## src/rtl/exec_pkg.sv

```systemverilog
// exec_pkg: kind/funct3 encodings and state enum shared by the execute stage
package exec_pkg;
  typedef enum logic [2:0] {K_ALU, K_MEMWR, K_JAL, K_JALR, K_LUI, K_AUIPC, K_MULDIV, K_RSVD} kind_e;
  typedef enum logic [1:0] {S_IDLE, S_BUSY, S_HOLD} state_e;
  localparam logic [2:0] OP_ADD = 3'd0, OP_SLL = 3'd1, OP_SLT = 3'd2, OP_SLTU = 3'd3;
  localparam logic [2:0] OP_XOR = 3'd4, OP_SRL = 3'd5, OP_OR = 3'd6, OP_AND = 3'd7;
  localparam logic [2:0] OP_MUL = 3'd0, OP_MULH = 3'd1, OP_MULHSU = 3'd2, OP_MULHU = 3'd3;
  localparam logic [2:0] OP_DIV = 3'd4, OP_DIVU = 3'd5, OP_REM = 3'd6, OP_REMU = 3'd7;
endpackage

```

## src/rtl/muldiv_iter.sv

```systemverilog
// muldiv_iter: XLEN-cycle shift-add multiplier / restoring divider on operand magnitudes
module muldiv_iter
  import exec_pkg::*;
#(
  parameter int XLEN = 32
) (
  input  logic            clk,
  input  logic            resetb,
  input  logic            flush,
  input  logic            start,
  input  logic [2:0]      op,
  input  logic [XLEN-1:0] a,
  input  logic [XLEN-1:0] b,
  output logic            busy,
  output logic            done,
  output logic [XLEN-1:0] result
);
  localparam int CW = $clog2(XLEN);
  logic busy_q, busy_d, neg_q, neg_d, negr_q, negr_d, div0_q, div0_d;
  logic [CW-1:0] cnt_q, cnt_d;
  logic [2:0] op_q, op_d;
  logic [XLEN-1:0] hi_q, hi_d, lo_q, lo_d, m_q, m_d;
  logic sa, sb, an, bn, ge;
  logic [XLEN-1:0] ma, mb, nhi, nlo;
  logic [XLEN:0] sum, sh;
  logic [2*XLEN-1:0] prod;
  always_comb begin
    sa = op inside {OP_MUL, OP_MULH, OP_MULHSU, OP_DIV, OP_REM};
    sb = op inside {OP_MUL, OP_MULH, OP_DIV, OP_REM};
    an = sa & a[XLEN-1];
    bn = sb & b[XLEN-1];
    ma = an ? -a : a;
    mb = bn ? -b : b;
    sum = {1'b0, hi_q} + (lo_q[0] ? {1'b0, m_q} : '0);
    sh = {hi_q, lo_q[XLEN-1]};
    ge = sh >= {1'b0, m_q};
    nhi = op_q[2] ? (ge ? XLEN'(sh - {1'b0, m_q}) : sh[XLEN-1:0]) : sum[XLEN:1];
    nlo = op_q[2] ? {lo_q[XLEN-2:0], ge} : {sum[0], lo_q[XLEN-1:1]};
    prod = neg_q ? -{nhi, nlo} : {nhi, nlo};
    busy = busy_q;
    done = busy_q && cnt_q == '0;
    // signed MIN/-1 falls out of the magnitude path; only divide-by-zero quotient needs forcing
    result = op_q == OP_MUL ? prod[XLEN-1:0] : !op_q[2] ? prod[2*XLEN-1:XLEN] :
             !op_q[1] ? (div0_q ? '1 : (neg_q ? -nlo : nlo)) : (negr_q ? -nhi : nhi);
    busy_d = busy_q;
    cnt_d = cnt_q;
    op_d = op_q;
    hi_d = hi_q;
    lo_d = lo_q;
    m_d = m_q;
    neg_d = neg_q;
    negr_d = negr_q;
    div0_d = div0_q;
    if (flush) begin
      busy_d = 1'b0;
      cnt_d = '0;
    end else if (start) begin
      busy_d = 1'b1;
      cnt_d = CW'(XLEN - 1);
      op_d = op;
      hi_d = '0;
      lo_d = op[2] ? ma : mb;
      m_d = op[2] ? mb : ma;
      neg_d = an ^ bn;
      negr_d = an;
      div0_d = b == '0;
    end else if (busy_q) begin
      busy_d = cnt_q != '0;
      cnt_d = cnt_q - 1'b1;
      hi_d = nhi;
      lo_d = nlo;
    end
  end
  always_ff @(posedge clk) begin
    if (!resetb) begin
      busy_q <= 1'b0;
      cnt_q <= '0;
      op_q <= '0;
      hi_q <= '0;
      lo_q <= '0;
      m_q <= '0;
      neg_q <= 1'b0;
      negr_q <= 1'b0;
      div0_q <= 1'b0;
    end else begin
      busy_q <= busy_d;
      cnt_q <= cnt_d;
      op_q <= op_d;
      hi_q <= hi_d;
      lo_q <= lo_d;
      m_q <= m_d;
      neg_q <= neg_d;
      negr_q <= negr_d;
      div0_q <= div0_d;
    end
  end
endmodule

```

## src/rtl/execute_muldiv.sv

```systemverilog
// execute_muldiv: registered execute stage with valid/ready handshake and iterative RV-M path
module execute_muldiv
  import exec_pkg::*;
#(
  parameter int XLEN = 32,
  parameter bit EN_M = 1'b1
) (
  input  logic            clk,
  input  logic            resetb,
  input  logic            in_valid,
  output logic            in_ready,
  input  logic [2:0]      in_kind,
  input  logic [2:0]      in_op,
  input  logic            in_subtype,
  input  logic            in_imm_sel,
  input  logic [XLEN-1:0] in_rs1,
  input  logic [XLEN-1:0] in_rs2,
  input  logic [XLEN-1:0] in_imm,
  input  logic [XLEN-1:0] in_pc,
  input  logic [4:0]      in_dst,
  input  logic            flush,
  output logic            out_valid,
  input  logic            out_ready,
  output logic [XLEN-1:0] out_result,
  output logic [XLEN-1:0] out_addr,
  output logic [4:0]      out_dst,
  output logic            out_err
);
  localparam int SW = $clog2(XLEN);
  localparam logic [XLEN-1:0] FOUR = XLEN'(4);
  state_e state_q, state_d;
  logic [XLEN-1:0] out_result_q, out_result_d, out_addr_q, out_addr_d;
  logic [4:0] out_dst_q, out_dst_d;
  logic out_err_q, out_err_d;
  logic accept, is_md, lt_s, md_busy, md_done;
  logic [XLEN:0] sub;
  logic [XLEN-1:0] op2, sra, alu, res, md_result;
  logic [SW-1:0] shamt;
  assign in_ready = state_q == S_IDLE || (state_q == S_HOLD && out_ready);
  assign out_valid = state_q == S_HOLD;
  assign out_result = out_result_q;
  assign out_addr = out_addr_q;
  assign out_dst = out_dst_q;
  assign out_err = out_err_q;
  muldiv_iter #(.XLEN(XLEN)) u_md (
    .clk(clk), .resetb(resetb), .flush(flush), .start(accept && is_md), .op(in_op),
    .a(in_rs1), .b(op2), .busy(md_busy), .done(md_done), .result(md_result)
  );
  always_comb begin
    accept = in_valid && in_ready && !flush;
    is_md = EN_M && in_kind == K_MULDIV;
    op2 = in_imm_sel ? in_imm : in_rs2;
    shamt = op2[SW-1:0];
    sub = {1'b0, in_rs1} - {1'b0, op2};
    // signed borrow of the sign-extended subtraction equals the unsigned borrow xor both signs
    lt_s = in_rs1[XLEN-1] ^ op2[XLEN-1] ^ sub[XLEN];
    sra = $unsigned($signed(in_rs1) >>> shamt);
    alu = in_op == OP_ADD ? (in_subtype ? sub[XLEN-1:0] : in_rs1 + op2) :
          in_op == OP_SLL ? in_rs1 << shamt :
          in_op == OP_SLT ? {{(XLEN-1){1'b0}}, lt_s} :
          in_op == OP_SLTU ? {{(XLEN-1){1'b0}}, sub[XLEN]} :
          in_op == OP_XOR ? in_rs1 ^ op2 :
          in_op == OP_SRL ? (in_subtype ? sra : in_rs1 >> shamt) :
          in_op == OP_OR ? in_rs1 | op2 : in_rs1 & op2;
    res = in_kind == K_ALU ? alu : in_kind == K_MEMWR ? op2 :
          (in_kind == K_JAL || in_kind == K_JALR) ? in_pc + FOUR :
          in_kind == K_LUI ? in_imm : in_kind == K_AUIPC ? in_pc + in_imm : '0;
    state_d = state_q;
    out_result_d = out_result_q;
    out_addr_d = out_addr_q;
    out_dst_d = out_dst_q;
    out_err_d = out_err_q;
    if (flush) begin
      state_d = S_IDLE;
    end else if (accept) begin
      state_d = is_md ? S_BUSY : S_HOLD;
      out_result_d = res;
      out_addr_d = in_rs1 + in_imm;
      out_dst_d = in_dst;
      out_err_d = in_kind == K_RSVD;
    end else if (state_q == S_HOLD && out_ready) begin
      state_d = S_IDLE;
    end else if (md_busy && md_done) begin
      state_d = S_HOLD;
      out_result_d = md_result;
    end
  end
  always_ff @(posedge clk) begin
    if (!resetb) begin
      state_q <= S_IDLE;
      out_result_q <= '0;
      out_addr_q <= '0;
      out_dst_q <= '0;
      out_err_q <= 1'b0;
    end else begin
      state_q <= state_d;
      out_result_q <= out_result_d;
      out_addr_q <= out_addr_d;
      out_dst_q <= out_dst_d;
      out_err_q <= out_err_d;
    end
  end
endmodule
```

## config.mk

```make
export PLATFORM = sky130hd
export DESIGN_NAME = execute_muldiv
export DESIGN_NICKNAME = d
export VERILOG_FILES = /design/src/rtl/exec_pkg.sv /design/src/rtl/muldiv_iter.sv /design/src/rtl/execute_muldiv.sv
export SDC_FILE = /design/constraint.sdc
export NUM_CORES = 2
export LEC_CHECK = 0
export BUFFER_PORTS_ARGS = -buffer_cell sky130_fd_sc_hd__clkbuf_2
export CAP_MARGIN = 5
export CORE_ASPECT_RATIO = 2
export CORE_MARGIN = 10
export CORE_UTILIZATION = 61
export DETAILED_ROUTE_END_ITERATION = 6
export PLACE_DENSITY = 0.81
export SYNTH_ARGS = -nofsm -noshare
export SYNTH_HDL_FRONTEND = slang
export SYNTH_SLANG_ARGS = --single-unit
```

## constraint.sdc

```tcl
create_clock -name clk -period 11.4 [get_ports clk]
set_clock_uncertainty 0.15 [all_clocks]
set_input_delay 1.14 -clock clk [delete_from_list [all_inputs] [get_ports clk]]
set_output_delay 1.14 -clock clk [all_outputs]
set_load 0.005 [all_outputs]
```

==> results of run 1 <==
-- stage by stage --
step | hold WS (ps) | cells | util
after floorplan | 295.6 | 4368 | -
after global placement | 300.6 | 5035 | 0.6445
after detailed placement | 314.0 | 5035 | 0.6445
after CTS | 329.4 | 5067 | 0.6572
-- metal layers --
metal  GRT usage  overflow
met1      0.6626         1
met3      0.4859         4
met4      0.7147       168
met2      0.8921       242
met5      0.1317         0
-- kinds of logic after synthesis --
group	Yosys count	share of synthesized area
AO/OA/AOI/OAI	1544	0.3284
AND/OR/NAND/NOR	1429	0.2267
buffers and inverters	460	0.06417
XOR/XNOR	301	0.08684
adder cells (fa/ha/maj)	266	0.1111
multiplexers	188	0.06405
flip-flops	180	0.1187
==> impl_metrics.toml, run 1 <==
[status]
status = "aborted with a tool error"
flow.stopped_at = "global routing (5_1_grt)"
run.stop_error = "[ERROR GRT-0116] Global routing finished with congestion. Check the congestion regions in the DRC Viewer."

[clocking]
clock-sinks = 180
cts_htree_levels = 4
cts.repair.resized = 0
cts-root-buf = "sky130_fd_sc_hd__clkbuf_16"
postCtsHoldBufs = 0
cts_post_setup_buffers_inserted = 0
cts_max_path_buffers = 2
cts-buffers-inserted = 17

[synthesis]
post_synth_main_area_contributors = "sky130_fd_sc_hd__dfxtp_1 12%, sky130_fd_sc_hd__ha_1 11%, sky130_fd_sc_hd__a21oi_1 6.4%"
postSynth.asyncResetShare = 0
synth_top_cells_by_count = "424 x sky130_fd_sc_hd__nand2_1, 387 x sky130_fd_sc_hd__a21oi_1, 380 x sky130_fd_sc_hd__o21ai_0"
synthesis.instances = 4368
synth_edf_count = 0
synth.most_common_cell = "sky130_fd_sc_hd__nand2_1"
synth.net_count = 4780
post-synth-top-area-cell = "sky130_fd_sc_hd__dfxtp_1"
syn_area_um2 = 30360
ys_ff_latch = 180
synth.distinct_cells = 110
synth_area_per_cell_um2 = 6.950
synth_seq_area_share = 0.1187
synth.yosys.warnings = 0
synth_ff_type = "sky130_fd_sc_hd__dfxtp_1"
synth.top_cell.area_share = 0.1187

[place]
placed_area_um2 = 31720
place_ws_ps = 3740
port_buffers = 217
post-dp-hpwl_um = 133300
place_congestion = 1.192

[die]
top_level_ports = 218
die_height_um = 335.5
row_count = 115
start_util = 0.6169
die_w_um = 177.7

[grt]
track_usage = 0.6850
grt_first_pass_wirelength_um = 313300
remaining_global_route_overflow = 415
grt_max_degree = 92
first_global_vias = 42367
==> run 2: changes to the inputs <==
- CORE_ASPECT_RATIO: 2 -> unset
- CORE_UTILIZATION: 61 -> 40
- PLACE_DENSITY: 0.81 -> unset
- PLACE_DENSITY_LB_ADDON: unset -> 0.15
==> impl_metrics.toml, run 2 <==
[worst_setup_path]
crit-reg2reg-capture = "out_result[13]"
critical_path.n_buffers_inverters = 4
worstPathCellList = "clkbuf_2 > buf_4 > mux2i_4 > buf_4 > inv_1 > ha_1 > o21ba_2 > o21bai_1 > a21oi_1 > o21ai_0 > nand2b_1 > o21ai_0 > o21ai_0 > a211oi_1 > nand2b_1 > xnor2_1 > a221oi_1 > a2111oi_0 > a21oi_1 > a31oi_1"
critPathTopFamily = "compound AO/OA/AOI/OAI gates"
critical_path.max_stage_delay_ps = 770
worst-setup-path-type = "in -> reg"
crit_path_max_fanout = 71
worst_setup_path_endpoint = "out_result[25]"
worst-r2r-setup-slack_ps = 4800
cp-end-kind = "flip-flop"
path_depth = 20
cpMaxStageDelayCell = "sky130_fd_sc_hd__a2111oi_0"
cell_repeated_most_along_the_worst_path = "sky130_fd_sc_hd__o21ai_0"
startpoint_type = "input pin"
worst_ep_arrival_time_ps = 7620
setup.worst_path.start = "in_imm_sel"
worst-r2r-cell-count = 17
r2r_start = "u_md.m_q[6]"
timing.critical_path.required_ps = 11700

[synthesis]
ys_ff_latch = 180
syn_area_um2 = 30360
post_synth_xor_area_fraction = 0.08684
synth_top_cells_by_count = "424 x sky130_fd_sc_hd__nand2_1, 387 x sky130_fd_sc_hd__a21oi_1, 380 x sky130_fd_sc_hd__o21ai_0"
synth_ff_type = "sky130_fd_sc_hd__dfxtp_1"
post-synth-top-area-cell = "sky130_fd_sc_hd__dfxtp_1"
post_synth_main_area_contributors = "sky130_fd_sc_hd__dfxtp_1 12%, sky130_fd_sc_hd__ha_1 11%, sky130_fd_sc_hd__a21oi_1 6.4%"
synth_area_per_cell_um2 = 6.950
synth_compound_area_frac = 0.3284
synth_edf_count = 0
postSynth.asyncResetShare = 0
synth.net_count = 4780
synth_simple_gate_area_frac = 0.2267
synth_seq_area_share = 0.1187
synth.distinct_cells = 110
synth.most_common_cell = "sky130_fd_sc_hd__nand2_1"
synth-adder-area-share = 0.1111
synthesis.instances = 4368
synth.yosys.warnings = 0
synth_top_family_by_area = "compound AO/OA/AOI/OAI gates"
synth.top_cell.area_share = 0.1187
post_synthesis_mux_area_share = 0.06405

[sta]
hold_violations = 0
maxSlewViolCount = 0
min_period_ps = 7320
finalCritPeriodShare = 0.6421
setup_total_negative_slack_ps = 0
setup_viol = 0
max_freq_ghz = 0.1366
timing.slew.headroom = 0.04328
rsz0062_at_grt = "no"
timing_worst_slew_pin_value_ps = 1435

[place]
port_buffers = 217
post-dp-hpwl_um = 123800
place_congestion = 1.074

[die]
die_w_um = 295.5
core_region_area_um2 = 74820
row_count = 100
fp.dieArea_um2 = 87310
start_util = 0.4057
top_level_ports = 218
die_height_um = 295.5

[drt]
first_iter_violations = 4425
finalWirelength_um = 157400
viasPerCell = 6.467
drt_pass1_iterations = 6
average_routed_wire_per_standard_cell_um = 29.15
drcViolationCount = 0
drtAntennaViolNets = 0
vias = 34917

[clocking]
cts.reportedPaths.clkPinSlew_ps = 90
cts-buffers-inserted = 17
cts.repair.resized = 0
clock_latency_ps = 510
cts-root-buf = "sky130_fd_sc_hd__clkbuf_16"
cts_max_path_buffers = 2
cts_htree_levels = 4
cts_post_setup_buffers_inserted = 0
clock-sinks = 180
postCtsHoldBufs = 0
cts_tree = "yes"

[layout]
layout_cells_sized_above_1 = 0.09946
nFillCells = 7969
nNetsFinal = 4823
areaGrowthSynthToFinish_pct = 7.881
final_util = 0.4377
final_cell_mix = "424 x sky130_fd_sc_hd__nand2_1, 386 x sky130_fd_sc_hd__a21oi_1, 380 x sky130_fd_sc_hd__o21ai_0"
final_common_cell = "sky130_fd_sc_hd__nand2_1"

[power]
power_per_cell_area_nw_per_um2 = 83.74
p_leak_uw = 0.01374
vdd_ir_drop_max_v = 0.0001063

[grt]
remaining_global_route_overflow = 0
grt_first_pass_wirelength_um = 225100
first_global_vias = 32397
antenna_violations_before_repair = 7
grt_max_degree = 82
track_usage = 0.3451

[flow_run]
cap_violations = 0

[worst_hold_path]
holdCritPathClass = "reg -> reg"

[status]
status = "completed"
==> run 2: cell families after synthesis <==
logic type / after synthesis
xor gates and xnor gates: 301
AOI/OAI and AO/OA: 1544
buffers and inverters: 460
DFF: 180
muxes: 188
and+or+nand+nor: 1429
adders and majority gates: 266
==> run 2: power breakdown <==
part	internal (µW)	switching (µW)	total [µW]
sequential	647	21.8	669
combinational	459	938	1400
clock	316	360	677
total	1420	1320	2740
==> run 2: worst min-delay path by stage <==
stage / slack [ps] / endpoint / startpoint / cells after the start
final: 320 / out_dst[0] / out_dst[0] / 2
after global routing: 340 / out_addr[9] / out_addr[9] / 2
after CTS: 320 / out_addr[9] / out_addr[9] / 2
after detailed placement: 310 / out_dst[0] / out_dst[0] / 2
after global placement: 300 / out_addr[17] / out_addr[17] / 2
after floorplan: 300 / out_result[17] / out_result[17] / 2
==> run 2: final cells by class <==
cell class / count / area (µm²) / area share
tap: 969 / 1212 / 0.03702
clock buffer: 17 / 425.4 / 0.01299
clock inverter: 15 / 183.9 / 0.005616
inverter: 188 / 705.7 / 0.02155
sequential: 180 / 3607 / 0.1101
timing repair buffer: 296 / 1684 / 0.05143
multi-input combinational: 3728 / 24920 / 0.7608
antenna: 6 / 15.01 / 0.0004585
==> run 2: worst reg2reg max path, delay by kind of cell, from the launching register on <==
family,cells,cell delay [ps]
and+or+nand+nor,5,1720
xor gates and xnor gates,1,170
buffers and inverters,2,320
DFF,1,460
AOI/OAI and AO/OA,8,3340
adders and majority gates,1,370
==> run 2: per-layer routing <==
metal / up-vias / track usage / part of all wire
met5: - / 0 / 0.00046
met2: 1915 / 0.5524 / 0.45
met1: 16449 / 0.4193 / 0.39
met4: 10 / 0.2167 / 0.073
met3: 437 / 0.06991 / 0.085
li1: 16106 / - / -
==> run 2: metrics by stage <==
step | cells | worst slack (ps) | cell area [µm²] | hold WS (ps) | total power, µW
detailed placement | 5361 | 3836 | 32120 | 309.7 | 2021
finish | 5399 | 4080 | 32750 | 318.5 | 2743
floorplan | 4368 | 4807 | 30360 | 295.6 | 1546
global placement | 5361 | 3973 | 32120 | 300.9 | 2028
global route | 5394 | 3813 | 32740 | 339.5 | 2843
CTS | 5393 | 4327 | 32730 | 318.2 | 2690
(Power assumes the default switching activity.)
